### src/rtl/game_over_screen.sv
// game_over_screen: fading full-screen game-over overlay with an "L" glyph and registered RGB888 output.
// Define GAME_OVER_BLINK_EN to make the glyph blink during SHOW; otherwise it is solid FG_COLOR.
module game_over_screen #(
   parameter int          SCREEN_WIDTH  = 1280,
   parameter int          SCREEN_HEIGHT = 720,
   parameter logic [23:0] BG_COLOR      = 24'h800000,
   parameter logic [23:0] FG_COLOR      = 24'hFFFFFF,
   parameter int          FADE_SHIFT    = 5,
   parameter int          BLINK_FRAMES  = 30
) (
   input  logic        clk_in,
   input  logic        rst_in,
   input  logic [10:0] hcount_in,
   input  logic [9:0]  vcount_in,
   input  logic        new_frame_in,
   input  logic        trigger_in,
   input  logic        clear_in,
   output logic [23:0] pixel_out,
   output logic        done_out
);
   localparam int X0 = SCREEN_WIDTH * 40 / 100;
   localparam int X1 = SCREEN_WIDTH * 50 / 100;
   localparam int X2 = SCREEN_WIDTH * 65 / 100;
   localparam int Y0 = SCREEN_HEIGHT * 25 / 100;
   localparam int Y1 = SCREEN_HEIGHT * 60 / 100;
   localparam int Y2 = SCREEN_HEIGHT * 75 / 100;
   localparam logic [FADE_SHIFT:0] FULL = {1'b1, {FADE_SHIFT{1'b0}}};

   if (FADE_SHIFT < 1 || FADE_SHIFT > 7 || BLINK_FRAMES < 1) begin : g_bad_params
      $error("game_over_screen: FADE_SHIFT must be 1..7 and BLINK_FRAMES >= 1");
   end

   typedef enum logic [1:0] {IDLE, FADE, SHOW} state_t;

   state_t              state;
   logic [FADE_SHIFT:0] level;
   logic                visible, glyph;
   logic [23:0]         fade_col, show_col, pix_next;
   int                  x, y;

`ifdef GAME_OVER_BLINK_EN
   localparam int BW = $clog2(BLINK_FRAMES + 1);
   localparam logic [BW-1:0] BLAST = BW'(BLINK_FRAMES - 1);
   logic [BW-1:0] blink_cnt;
   logic          blink_phase;
`endif

   // 8b x (FADE_SHIFT+1)b product, truncated back to 8 bits after the shift
   function automatic logic [7:0] scale(input logic [7:0] c, input logic [FADE_SHIFT:0] l);
      logic [FADE_SHIFT+8:0] p;
      p = {{(FADE_SHIFT + 1){1'b0}}, c} * {8'b0, l};
      return p[FADE_SHIFT +: 8];
   endfunction

   assign x        = int'(hcount_in);
   assign y        = int'(vcount_in);
   assign visible  = x < SCREEN_WIDTH && y < SCREEN_HEIGHT;
   assign glyph    = x > X0 && y < Y2 && ((x < X1 && y > Y0) || (x < X2 && y > Y1));
   assign fade_col = {scale(BG_COLOR[23:16], level), scale(BG_COLOR[15:8], level), scale(BG_COLOR[7:0], level)};
`ifdef GAME_OVER_BLINK_EN
   assign show_col = glyph && !blink_phase ? FG_COLOR : BG_COLOR;
`else
   assign show_col = glyph ? FG_COLOR : BG_COLOR;
`endif
   assign pix_next = !visible ? 24'h0 : state == FADE ? fade_col : state == SHOW ? show_col : 24'h0;

   always_ff @(posedge clk_in) begin
      if (rst_in) begin
         state     <= IDLE;
         level     <= '0;
         pixel_out <= '0;
         done_out  <= 1'b0;
`ifdef GAME_OVER_BLINK_EN
         blink_cnt   <= '0;
         blink_phase <= 1'b0;
`endif
      end else begin
         pixel_out <= pix_next;
         done_out  <= state == SHOW;
         if (clear_in) begin
            state <= IDLE;
            level <= '0;
`ifdef GAME_OVER_BLINK_EN
            blink_cnt   <= '0;
            blink_phase <= 1'b0;
`endif
         end else begin
            case (state)
               IDLE: if (trigger_in) begin
                  state <= FADE;
                  level <= '0;
               end
               FADE: if (new_frame_in) begin
                  level <= level + 1'b1;
                  if (level == FULL - 1'b1) begin
                     state <= SHOW;
`ifdef GAME_OVER_BLINK_EN
                     blink_cnt   <= '0;
                     blink_phase <= 1'b0;
`endif
                  end
               end
               SHOW: begin
`ifdef GAME_OVER_BLINK_EN
                  if (new_frame_in) begin
                     blink_cnt <= blink_cnt == BLAST ? '0 : blink_cnt + 1'b1;
                     if (blink_cnt == BLAST) blink_phase <= ~blink_phase;
                  end
`endif
               end
               default: state <= IDLE;
            endcase
         end
      end
   end
endmodule
### config.mk
export PLATFORM = sky130hd
export DESIGN_NAME = game_over_screen
export DESIGN_NICKNAME = d
export VERILOG_FILES = /design/src/rtl/game_over_screen.sv
export SDC_FILE = /design/constraint.sdc
export NUM_CORES = 1
export LEC_CHECK = 0
export ABC_AREA = 1
export CAP_MARGIN = 20
export CORE_ASPECT_RATIO = 1.4
export CORE_MARGIN = 2
export CORE_UTILIZATION = 35
export DETAILED_ROUTE_END_ITERATION = 16
export MAX_ROUTING_LAYER = met4
export PLACE_DENSITY_LB_ADDON = 0.3
export SETUP_SLACK_MARGIN = 0.3
export SLEW_MARGIN = 0
export SYNTH_ARGS = -nofsm -noshare
export SYNTH_HDL_FRONTEND = slang
export SYNTH_SLANG_ARGS = --single-unit
### constraint.sdc
create_clock -name clk_in -period 1.31 [get_ports clk_in]
set_clock_uncertainty 0.05 [all_clocks]
set_input_delay 0.131 -clock clk_in [delete_from_list [all_inputs] [get_ports clk_in]]
set_output_delay 0.131 -clock clk_in [all_outputs]
set_load 0.02 [all_outputs]
# Yosys cells after proc, flatten, opt, wreduce, memory -nomap -nowiden
# Cells that the tools add are included.
op_classes:
  n_eq_ne: 6
  bitwise_logic: 2
  n_lt_le_gt_ge: 8
  add_sub_neg: 1
  n_reduce_logical: 13
  mux: 10
op_table:
  columns: ["operator", "count"]
  rows:
  - ["24-bit 2-to-1 mux", 2]
  - ["23-bit 2-to-1 mux", 1]
  - ["11-bit by 10-bit less-than comparator with 1-bit output, second input constant", 2]
  - ["10-bit less-than comparator, second input constant", 2]
  - ["6-bit 2-to-1 mux", 2]
  - ["6-bit one-hot mux with 2 select lines", 1]
  - ["11-bit by 10-bit > comparator with 1-bit output, second input constant", 1]
  - ["11-bit less-than comparator, second input constant", 1]
  - ["10-bit by 8-bit > comparator with 1-bit output, second input constant", 1]
  - ["10-bit by 9-bit > comparator with 1-bit output, second input constant", 1]
  - ["6-bit by 1-bit adder with 6-bit output, second input constant", 1]
  - ["6-bit by 5-bit equality test with 1-bit output, second input constant", 1]
  - ["2-bit 2-to-1 mux", 3]
  - ["2-bit one-hot mux with 3 select lines", 1]
  - ["1-bit logical AND", 5]
  - ["2-bit != test, second input constant", 2]
  - ["4-bit AND reduction", 1]
  - ["2-bit OR reduction", 2]
  - ["4-bit OR reduction", 1]
  - ["3-bit AND reduction", 1]
  - ["2-bit by 1-bit equality test with 1-bit output, second input constant", 1]
  - ["2-bit equality test, second input constant", 1]
  - ["2-bit zero test", 1]
  - ["2-bit by 1-bit != test with 1-bit output, second input constant", 1]
  - ["other kinds (3)", 4]
word_totals:
  regBits: 33
  out_inout_bits: 25

# Longest topological paths before layout
logic_depth:
  word_depth: 7
  depth_mapped: 9
  depth_no_buf: 9

# Worst setup path before layout
# OpenSTA, ideal clock, no wires.
synth_timing:
  path_kind: "reg2reg"
  from: "reg level[0]"
  to: "reg state[0]"
  setup_ps: 120
  t_arrival_ps: 997
  path_slack_ps: 143
  stages_incl_launch_ff: 7
  path_buffers: 0
  synth_period_minus_slack_ps: 1167
  path_cell_list: "dfxtp_1 ha_1 nand3_1 nor3_1 nand2_1 nand2_1 a21oi_1"
synth_between:
  elab_chain_cells: 3
synth_rtl:
  columns: ["element", "line", "source"]
  rows:
  - ["start: declaration", "36", "logic [FADE_SHIFT:0] level;"]
  - ["start signal: assignment", "94", "level <= level + 1'b1;"]
  - ["6-bit by 5-bit equality test with 1-bit output", "95", "if (level == FULL - 1'b1) begin"]
  - ["2-bit by 1-bit != test with 1-bit output (no source line)", null, null]
  - ["4-bit AND reduction (no source line)", null, null]
  - ["end signal: assignment", "90", "state <= FADE;"]
  - ["end signal: assignment", "96", "state <= SHOW;"]
  - ["end signal: assignment", "111", "default: state <= IDLE;"]
  - ["end: declaration", "35", "state_t state;"]
# No other way between the ends.
# A chain may end at the register's enable or synchronous reset.

==> out/results.txt <==
Status - completed
Final TNS setup - 0 ns
Gate Count Post-Synth - 158
LEAKAGE - 0.000877 µW
CP required - 1.13 ns
Register area share after synthesis - 31.4%
First DRT Iteration DRCs - 32
Synthesized Nets - 185
Routed Wire Length - 2920 µm
Routed Antenna Nets - 0
DR vias/cell - 4.77
Die width - 49.6 µm
# DRC - 0
Avg Inst Size Synth - 6.46 µm²
Share of cells above drive strength 1 - 40.7%
RSZ-0062 raised after global routing - yes
Post-Layout Cell Count - 253
Power per cell area - 631 mW/mm²
Largest net degree at the start of global routing - 10
Finish-stage setup viols - 0
Worst Setup Path Type - reg -> out
Fin util - 64.9%
Maximum vdd drop - 0.000460 V
Largest fanout on the critical path - 5
Die ar. - 0.00337 mm²
Clk buf depth - 2
HP Class - in -> reg
DR WL/cell - 11.5 µm
Post-DP HPWL - 1980 µm
CORE AREA - 0.00282 mm²
CTS Sinks - 16
Total chip power - 1150 µW
GR Overflow Total - 0
Synthesis-stage register bit count - 16
Crit. End Element - output port
Port Buffer Count - 50
Synth warn - 0
Post-synth cell types - 21
Inst Count DP - 235
Max cap viols - 0
Vias in the first global route - 1093
Final worst path period need - 1.18 ns
Final Cycle Share - 90.3%
DRT Pass-1 Iters - 4
First-pass GRT wire length - 4310 µm
Die height - 67.9 µm
Fmax - 846 MHz
N_diodes - 0
Root Buffer - clkbuf_8
CP Launch Type - flop
Slew margin rel. - 82.9%
Post-Syn Area - 0.00102 mm²
Worst-Margin Slew - 0.256 ns
Worst-path clk slew - 0.06 ns
Site row count - 23
R2R cell count - 8
IO Count - 51
Hold_ws - 0.417 ns
Initial antenna violation count - 0
Endpoints failing hold - 0
Slew Viols, Final - 0
Htree depth - 1
Nets - 244
Hold-fix buffers, CTS - 0
GRT Total Usage - 17.2%
Arr. time, crit path - 1.00 ns
Hold path depth - 2
Clock Latency Late Sink - 0.25 ns
Starting Density - 36.2%
CTS Buf Count - 3
Gpl congestion - 0.869
Area delta synth->final - 79.2%
CTS tree - built
Vias - 1208
timing repair:
item	in CTS	in global routing
pin swaps	20	17
setup buffers	8	5
setup endpoints to repair	40	36
cloned	0	1
gates resized for setup	135	48
critical path, cell delays in order (launching register included):
cell and delay (ns):
dfxtp_4 0.37, buf_8 0.13, buf_4 0.13, buf_6 0.12
state kept, by name (all words and copies together), names as in the netlist:
name	flops
pixel_out	7
level	6
state	2
done_out	1
synthesized netlist by cell type:
| master | instances | share of area (%) |
|---|---|---|
| nand2_1 | 42 | 15 |
| nand2_4 | 3 | 3.3 |
| nor3_1 | 4 | 2.0 |
| nor2_2 | 1 | 0.61 |
| nand2_2 | 1 | 0.61 |
| dfxtp_1 | 16 | 31 |
| or2_1 | 1 | 0.61 |
| inv_2 | 2 | 0.74 |
| nand3_1 | 11 | 5.4 |
| a21oi_1 | 6 | 2.9 |
| buf_4 | 17 | 12 |
| inv_1 | 16 | 5.9 |
| nor2_1 | 28 | 10 |
| nand4_1 | 2 | 1.2 |
| ha_1 | 1 | 1.2 |
| xor2_1 | 1 | 0.86 |
| o21bai_2 | 1 | 1.1 |
| o21ai_0 | 2 | 0.98 |
| nor2_4 | 1 | 1.1 |
| o21ai_2 | 1 | 0.86 |
| o211a_1 | 1 | 0.98 |
where the power goes:
part	switching (µW)	internal (µW)
logic	107	123
registers	5.02	487
clock network	166	267
worst paths after layout:
path                               startpoint            end  slack (ns)
worst max-delay path            pixel_out[16]   pixel_out[7]        0.13
worst min-delay path                   rst_in       done_out        0.42
worst max register to register       state[0]       level[1]        0.16
worst min register to register       level[1]  pixel_out[19]        0.45
per-stage QoR:
| step | setup slack, ns | area [µm²] |
|---|---|---|
| final | 0.127 | 1830 |
| after CTS | 0.118 | 1720 |
| after detailed placement | -0.202 | 1500 |
| after floorplan | 0.210 | 1030 |
| after global placement | -0.143 | 1500 |
| after global routing | 0.0919 | 1830 |
routing by layer:
metal  up-vias  wire [µm]  global-route usage, %
met2        68       1630                   34.8
li1        595          -                      -
met1       537       1000                   13.8
met5         -          0                      -
met4         0         80                   13.2
met3         8        204                   1.97
kinds of logic after synthesis:
family	Yosys count	synth area share, %
AND/OR/NAND/NOR	94	40.6
buffers and inverters	35	19.1
flip-flops	16	31.4
AO/OA/AOI/OAI	11	6.86
XOR/XNOR	1	0.858
adder cells (fa/ha/maj)	1	1.23
area by class of cell:
type,count,area [µm²]
fillers,250,991
flip-flops and latches,16,335
well taps,37,46.3
repair buffers,71,721
clock buffers,4,55.1
multi-input cells,107,604
inverters,18,67.6
placed cells by master (no fill, tap or decap), drive strengths merged:
cell type and n:
nand2 46, buf 41, nor2 30, inv 18
dfxtp 16, clkdlybuf4s50 14, nand3 11, dlygate4sd2 8
a21oi 6, clkbuf 5, clkdlybuf4s15 4, nor3 4
dlymetal6s2s 3, o21ai 3, nand4 2, o211a 1
or2 1, o21bai 1, xor2 1, ha 1
(Power assumes the default switching activity.)
